<file path="src/rtl/fetch_seq.sv">
// Instruction-fetch sequencer: owns the PC, prefetches ROM words into a small FIFO,
// and handles redirect, halt and end-of-program. Optional perf counters: FETCH_PERF_EN.
module fetch_seq #(
    parameter int unsigned QDEPTH    = 4,
    parameter int unsigned AW        = 32,
    parameter int unsigned RESET_PC  = 0,
    parameter int unsigned ROM_WORDS = 82
) (
    input  logic          clk,
    input  logic          rst,
    output logic [AW-1:0] imem_addr,
    input  logic [31:0]   imem_data,
    output logic          out_valid,
    input  logic          out_ready,
    output logic [31:0]   out_ins,
    output logic [AW-1:0] out_pc,
    input  logic          redir_valid,
    input  logic [AW-1:0] redir_pc,
    input  logic          halt_req,
`ifdef FETCH_PERF_EN
    output logic [31:0]   perf_fetched,
    output logic [31:0]   perf_flushed,
    output logic [31:0]   perf_stall,
`endif
    output logic          done
);

    localparam int unsigned PW = $clog2(QDEPTH);
    localparam int unsigned CW = PW + 1;

    typedef enum logic [1:0] {
        ST_RUN  = 2'd0,
        ST_HOLD = 2'd1,
        ST_END  = 2'd2
    } state_e;

    state_e          state_q;
    logic [AW-1:0]   pc_q;
    logic [CW-1:0]   cnt_q;
    logic [PW-1:0]   rd_ptr_q;
    logic [PW-1:0]   wr_ptr_q;
    logic [31:0]     q_ins_q [QDEPTH];
    logic [AW-1:0]   q_pc_q  [QDEPTH];
    logic            done_q;

    logic            pc_in_rom;
    logic            full;
    logic            pop;
    logic            fetch;
    logic [AW-1:0]   pc_inc;
    logic            pc_inc_in_rom;
    logic            redir_in_rom;

    always_comb begin
        pc_in_rom     = pc_q < AW'(ROM_WORDS);
        pc_inc        = pc_q + AW'(1);
        pc_inc_in_rom = pc_inc < AW'(ROM_WORDS);
        redir_in_rom  = redir_pc < AW'(ROM_WORDS);
        full          = cnt_q == CW'(QDEPTH);
        pop           = out_valid && out_ready;
        // A full queue may still fetch when the head leaves this cycle.
        fetch         = (state_q == ST_RUN) && pc_in_rom && !redir_valid && !halt_req
                        && (!full || pop);
    end

    assign imem_addr = pc_in_rom ? pc_q : '0;
    assign out_valid = cnt_q != '0;
    assign out_ins   = q_ins_q[rd_ptr_q];
    assign out_pc    = q_pc_q[rd_ptr_q];
    assign done      = done_q;

    // Sequencer FSM, PC and prefetch queue; redirect overrides everything else.
    always_ff @(posedge clk or posedge rst) begin
        if (rst) begin
            state_q  <= ST_RUN;
            pc_q     <= AW'(RESET_PC);
            cnt_q    <= '0;
            rd_ptr_q <= '0;
            wr_ptr_q <= '0;
            done_q   <= 1'b0;
            for (int i = 0; i < QDEPTH; i++) begin
                q_ins_q[i] <= '0;
                q_pc_q[i]  <= '0;
            end
        end else if (redir_valid) begin
            cnt_q    <= '0;
            rd_ptr_q <= '0;
            wr_ptr_q <= '0;
            pc_q     <= redir_pc;
            done_q   <= 1'b0;
            if (halt_req) begin
                state_q <= ST_HOLD;
            end else if (!redir_in_rom) begin
                state_q <= ST_END;
            end else begin
                state_q <= ST_RUN;
            end
        end else begin
            if (fetch) begin
                q_ins_q[wr_ptr_q] <= imem_data;
                q_pc_q[wr_ptr_q]  <= pc_q;
                wr_ptr_q          <= wr_ptr_q + PW'(1);
                pc_q              <= pc_inc;
            end
            if (pop) begin
                rd_ptr_q <= rd_ptr_q + PW'(1);
            end
            cnt_q  <= cnt_q + CW'(fetch) - CW'(pop);
            done_q <= (state_q == ST_END) && (cnt_q == '0);
            case (state_q)
                ST_RUN: begin
                    if (halt_req) begin
                        state_q <= ST_HOLD;
                    end else if (!pc_in_rom || (fetch && !pc_inc_in_rom)) begin
                        state_q <= ST_END;
                    end
                end
                ST_HOLD: begin
                    if (!halt_req) begin
                        state_q <= pc_in_rom ? ST_RUN : ST_END;
                    end
                end
                ST_END:  state_q <= ST_END;
                default: state_q <= ST_RUN;
            endcase
        end
    end

`ifdef FETCH_PERF_EN
    logic [31:0] perf_fetched_q;
    logic [31:0] perf_flushed_q;
    logic [31:0] perf_stall_q;

    always_ff @(posedge clk or posedge rst) begin
        if (rst) begin
            perf_fetched_q <= '0;
            perf_flushed_q <= '0;
            perf_stall_q   <= '0;
        end else begin
            if (fetch) begin
                perf_fetched_q <= perf_fetched_q + 32'd1;
            end
            if (redir_valid) begin
                perf_flushed_q <= perf_flushed_q + 32'(cnt_q);
            end
            if ((state_q == ST_RUN) && full && !pop) begin
                perf_stall_q <= perf_stall_q + 32'd1;
            end
        end
    end

    assign perf_fetched = perf_fetched_q;
    assign perf_flushed = perf_flushed_q;
    assign perf_stall   = perf_stall_q;
`endif

endmodule
</file>
<file path="config.mk">
export PLATFORM = sky130hd
export DESIGN_NAME = fetch_seq
export DESIGN_NICKNAME = d
export VERILOG_FILES = /design/src/rtl/fetch_seq.sv
export SDC_FILE = /design/constraint.sdc
export NUM_CORES = 1
export LEC_CHECK = 0
export ABC_AREA = 1
export BUFFER_PORTS_ARGS = -buffer_cell sky130_fd_sc_hd__buf_2
export CAP_MARGIN = 20
export CORE_MARGIN = 3
export CORE_UTILIZATION = 60
export CTS_CLUSTER_DIAMETER = 50
export DETAILED_ROUTE_END_ITERATION = 12
export HOLD_SLACK_MARGIN = 0.15
export PLACE_DENSITY = 0.85
export SLEW_MARGIN = 10
export SYNTH_ARGS = -nofsm -noshare
export SYNTH_HDL_FRONTEND = slang
export SYNTH_SLANG_ARGS = --single-unit
</file>
<file path="constraint.sdc">
create_clock -name clk -period 14.92 [get_ports clk]
set_input_delay 1.492 -clock clk [delete_from_list [all_inputs] [get_ports clk]]
set_output_delay 1.492 -clock clk [all_outputs]
set_load 0.02 [all_outputs]
</file>
==> results of run 1 <==
==> worst paths after layout <==
path                                         startpoint                       to  slack (ns)  cells after the start
worst max-delay path            rd_ptr_q[0]$_DFFE_PP0P_              out_ins[22]       10.24                      5
worst min-delay path            q_pc_q[115]$_DFFE_PP0P_  q_pc_q[115]$_DFFE_PP0P_        0.46                      2
worst max register to register      pc_q[6]$_DFFE_PP0P_      pc_q[6]$_DFFE_PP0P_       11.88                     10
worst min register to register  q_pc_q[115]$_DFFE_PP0P_  q_pc_q[115]$_DFFE_PP0P_        0.46                      2
max in group asynchronous                           rst     pc_q[29]$_DFFE_PP0P_       11.57                      4
min in group asynchronous                           rst   q_pc_q[14]$_DFFE_PP0P_        1.16                      2
==> cell type report <==
type / instances / area share (%)
Timing Repair Buffer: 152 / 5.14
Tap cell: 285 / 2.25
Sequential cell: 298 / 47.1
Antenna cell: 1 / 0.0158
Multi-Input combinational cell: 1251 / 34.1
Clock buffer: 49 / 6.18
Clock inverter: 11 / 1.12
Inverter: 169 / 4.06
==> kinds of logic after synthesis <==
kind of cell | count (synthesis) | share of synthesized area, %
buf+inv | 284 | 8.43
simple gates | 938 | 26.2
compound gates | 273 | 10.6
flops | 298 | 53.5
fa+ha+maj | 8 | 0.772
xor+xnor | 7 | 0.440
other cells | 1 | 0.0269
==> flip-flops by register name (all words and copies together), names as in the netlist <==
register,cells
state_q,2
done,1
q_pc_q,128
rd_ptr_q,2
cnt_q,3
q_ins_q,128
wr_ptr_q,2
pc_q,32
==> power by group through the flow <==
stage	registers [W]	logic, W	clock network, W
2_1_floorplan	0.000849	0.000337	0
3_3_place_gp	0.000869	0.000459	0
3_5_place_dp	0.000869	0.000465	0
4_1_cts	0.000855	0.000469	0.000872
5_1_grt	0.000852	0.000529	0.000905
6_report	0.000850	0.000479	0.000863
==> tightest hold or removal path, delay by kind of cell (launching register included) <==
| kind | cells | cell delay, ns |
|---|---|---|
| AND/OR/NAND/NOR | 1 | 0.05 |
| flip-flops | 1 | 0.34 |
| buffers and inverters | 1 | 0.04 |
==> per-layer routing <==
metal	GRT usage (%)	vias up	wire [um]	share of wire, %
li1	-	5815	-	-
met1	40.3	6013	15400	42
met2	46.2	568	17200	47
met3	4.76	80	2870	7.9
met4	10.3	2	973	2.7
met5	0	-	13	0.036
==> per-stage QoR <==
stage / instance area, um^2 / setup WS, ns / util [%] / instances
final: 15800 / 10.24 / 69.7 / 2216
after global routing: 15800 / 10.10 / 69.7 / 2216
after CTS: 15800 / 10.29 / 69.5 / 2213
after detailed placement: 14600 / 10.54 / 64.5 / 2153
after global placement: 14600 / 10.64 / 64.5 / 2153
after floorplan: 14000 / 5.20 / - / 1833
==> synthesized netlist by cell type <==
master	number	area (um^2)
o31ai_1	1	7.51
o21ai_0	193	966
buf_2	13	65.1
xor2_1	7	61.3
nand4_1	9	56.3
nand3_2	4	40.0
nand3b_1	1	7.51
nor4_1	9	56.3
nand2_1	670	2510
o211ai_1	1	7.51
clkinv_1	1	3.75
o221ai_1	6	52.6
o22ai_1	64	400
dfrtp_1	298	7460
nand2_2	1	6.26
a21boi_0	1	7.51
nor3_1	1	5.00
inv_1	162	608
nor2_1	206	773
buf_4	25	188
nand3_1	34	170
fa_1	1	20.0
nor3_4	1	16.3
inv_2	6	22.5
ha_1	7	87.6
buf_1	3	11.3
clkbuf_1	74	278
or2_2	2	12.5
a21oi_1	6	30.0
o311ai_0	1	8.76
conb_1	1	3.75
==> flow_metrics.tcl, run 1 <==
set metrics [dict create \
    status "finished clean" \
    drc 0 \
    wl_per_cell_um 16.4 \
    p_leak_nw 9.17 \
    seq_area_frac_synth_pct 53.5 \
    route.vias.total 12500 \
    critical_path_arrival_ns 3.19 \
    ys_warn_count 0 \
    hold_buffers 0 \
    ant_nets 0 \
    min_path_type "reg -> reg" \
    setup_viol_count_final 0 \
    cp_slowest_stage_delay_ns 0.71 \
    die_w_um 158 \
    rows 55 \
    hold_viol 0 \
    cts-root-buf "clkbuf_16" \
    final_common_cell "nand2_1" \
    seqPwrFrac_pct 38.8 \
    cts_max_path_buffers 3 \
    p_sw_w 0.000697 \
    drt-pass1-iter-count 6 \
    crit_chain "clkinv_2, buf_4, o21ai_0, o22ai_1, buf_2" \
    multi_input_area_mm2 0.00540 \
    cpMaxStageDelayCell "dfrtp_4" \
    internal_power_w 0.00150 \
    period_share_pct 31.4 \
    syn_to_final_growth_pct 13.6 \
    skew_ns 0.0204 \
    pwr_density_cell_mw_per_mm2 138 \
    synth_cells 1809 \
    crit_path_start_kind "register" \
    first_global_vias 12000 \
    synth_area_per_cell_um2 7.71 \
    via_per_inst 5.63 \
    grt_max_degree 119 \
    drt_iter0_markers 1396 \
    clock_sinks 298 \
    slew_violations 0 \
    postCtsResizedCells 0 \
    max_freq_ghz 0.214 \
    cts_made_buffers 34 \
    max-slew-margin-rel_pct 32.1 \
    final_cell_mix "nand2_1 (670), dfrtp_1 (296), nor2_1 (206), o21ai_0 (193), inv_1 (159)" \
    core_mm2 0.0227 \
    pwr-share-comb_pct 21.9 \
    drv_cap 0 \
    vdd_ir_drop_max_uv 90.3 \
    ios 167 \
    io_buffers 141 \
    min_period_ns 4.68 \
    layout-drive-gt1-share_pct 11.5 \
    crit_family "buffers and inverters" \
    cp_max_fo 76 \
    path_buf_inv 3 \
    hold_slack_ns 0.463 \
    clk_latency_ns 0.52 \
    synth_seq_cells 298 \
    post-cts-setup-buffers 0 \
    total_power_w 0.00219 \
    netlist_area_mm2 0.0139 \
    seqCellArea_mm2 0.00746 \
    tns_ns 0 \
    overflow 0 \
    rsz0062_at_grt "false" \
    die_h_um 158 \
    criticalPathCategory "reg -> out" \
    path_clk_slew_ns 0.06 \
    place_hpwl_um 21800 \
    gp_congestion 0.934 \
    grt_first_pass_wirelength_um 58800 \
    antenna_found_initial 2 \
    clock_power_share_pct 39.3 \
    synth_cell_type_count 31 \
    grt_usage_pct 28.8 \
    htree_levels 2 \
    routed_wl_um 36400 \
    p_sw_share_pct 31.8 \
    fill_cells 1799 \
    tritoncts "done" \
    start_util_pct 61.4 \
    tightest_slew_ns 1.02 \
    cp_data_required_time_ns 13.43 \
    final_net_count 1983 \
    die-area_mm2 0.0251 \
    worst_setup_path_end_kind "output pin" \
]
Note: power is estimated with default switching activity, not from simulation.
==> run 2, diff against run 1 <==
Settings changed: CORE_UTILIZATION 60 to 59, PLACE_DENSITY 0.85 to 0.84.
Clock period 14.92 ns to 4.55 ns, I/O delays scaled along.
==> flow_metrics.tcl, run 2 (synthesis results as in run 1) <==
set metrics [dict create \
    setup_slack_ns 1.04 \
    top_regs "q_ins_q x128, q_pc_q x128, pc_q x32" \
    path_clk_slew_ns 0.06 \
    crit_family "buffers and inverters" \
    rows 55 \
    path_buf_inv 3 \
    layout-drive-gt1-share_pct 11.8 \
    place_hpwl_um 21500 \
    pre_cts_slack_ns 1.45 \
    final_common_cell "nand2_1" \
    min_path_type "in -> reg" \
    cts_made_buffers 34 \
    slew_violations 0 \
    route.vias.total 12400 \
    clock_sinks 298 \
    core_mm2 0.0229 \
    grt_first_pass_wirelength_um 61100 \
    crit_chain "clkinv_2, buf_4, o21ai_0, o22ai_1, buf_2" \
    cp_slowest_stage_delay_ns 0.82 \
    routed_wl_um 36600 \
    cp_max_fo 61 \
    skew_ns 0.0156 \
    setup_viol_count_final 0 \
    cts_max_path_buffers 3 \
    pwr_density_cell_mw_per_mm2 457 \
    antenna_found_initial 1 \
    via_per_inst 5.52 \
    htree_levels 2 \
    cpMaxStageDelayCell "dfrtp_4" \
    tightest_slew_ns 1.18 \
    drt_iter0_markers 1423 \
    utilization_pct 69.5 \
    tns_ns 0 \
    criticalPathCategory "reg -> out" \
    final_net_count 1987 \
    cp_data_required_time_ns 4.09 \
    max_freq_ghz 0.285 \
    gp_congestion 0.969 \
    critical_path_arrival_ns 3.06 \
    wl_per_cell_um 16.3 \
    rsz0062_at_grt "false" \
    start_util_pct 60.9 \
    tritoncts "done" \
    worst_setup_path_end_kind "output pin" \
    max-slew-margin-rel_pct 21.4 \
    status "finished clean" \
    die_h_um 160 \
    hold_viol 0 \
    io_buffers 141 \
    syn_to_final_growth_pct 14.2 \
    p_leak_nw 9.21 \
    ant_nets 0 \
    clk_latency_ns 0.51 \
    die_w_um 160 \
    die-area_mm2 0.0255 \
    drv_cap 0 \
    total_power_w 0.00727 \
    drt-pass1-iter-count 7 \
    period_share_pct 77.2 \
    vdd_ir_drop_max_uv 303 \
    crit_path_start_kind "register" \
    first_global_vias 12300 \
    grt_usage_pct 29.0 \
    grt_max_degree 198 \
    overflow 0 \
    ios 167 \
    drc 0 \
    min_period_ns 3.51 \
    final_cell_mix "nand2_1 (670), dfrtp_1 (296), nor2_1 (206), o21ai_0 (193), inv_1 (159)" \
    cts-root-buf "clkbuf_16" \
]
run 2: worst paths after layout:
check	slack (ns)	cells after the start	end	from
max	1.04	5	out_ins[4]	rd_ptr_q[0]$_DFFE_PP0P_
min	0.17	3	pc_q[14]$_DFFE_PP0P_	redir_pc[14]
max reg2reg	1.60	13	cnt_q[2]$_DFF_PP0_	pc_q[24]$_DFFE_PP0P_
min reg2reg	0.44	1	done$_DFF_PP0_	state_q[0]$_DFFE_PP0P_
max in group asynchronous	2.79	4	pc_q[16]$_DFFE_PP0P_	rst
min in group asynchronous	0.41	3	q_pc_q[46]$_DFFE_PP0P_	rst
run 2: power breakdown:
part / internal, W / leakage, nW / switching [W]
Sequential: 0.00270 / 4.09 / 0.0000961
Clock: 0.00184 / 0.588 / 0.00108
Combinational: 0.000466 / 4.52 / 0.00109
Total: 0.00500 / 9.21 / 0.00227
run 2: metal layers:
metal	global-route usage, %	share of wire (%)	wire [um]
met4	9.55	2.5	926
met3	5.03	7.5	2730
met2	48.1	48	17700
met5	0	0	0
met1	39.1	42	15300
run 2: repair_timing:
| action | in CTS | in global routing |
|---|---|---|
| hold buffers | 1 | 0 |
| endpoints found under the hold margin | 5 | 0 |
| setup buffers | 0 | 0 |
| gates resized for setup | 0 | 0 |
run 2: final cells by class:
class	instances	area [um^2]
multi-input cells	1251	5400
clock inverters	12	218
repair buffers	156	833
fillers	1839	7000
flip-flops and latches	298	7460
diodes	1	2.50
clock buffers	44	970
well taps	313	392
inverters	169	639
run 2: stage by stage:
step,instances,instance area (um^2),hold slack [ns]
6_report,2244,15900,0.175
3_5_place_dp,2186,14700,0.388
2_1_floorplan,1833,14000,0.409
3_3_place_gp,2186,14700,0.384
4_1_cts,2243,15900,0.158
5_1_grt,2244,15900,0.180
run 2: tightest hold or removal path, cell delays in order:
cell and delay [ns]:
buf_2 0.09, nand2_1 0.04, o21ai_0 0.06
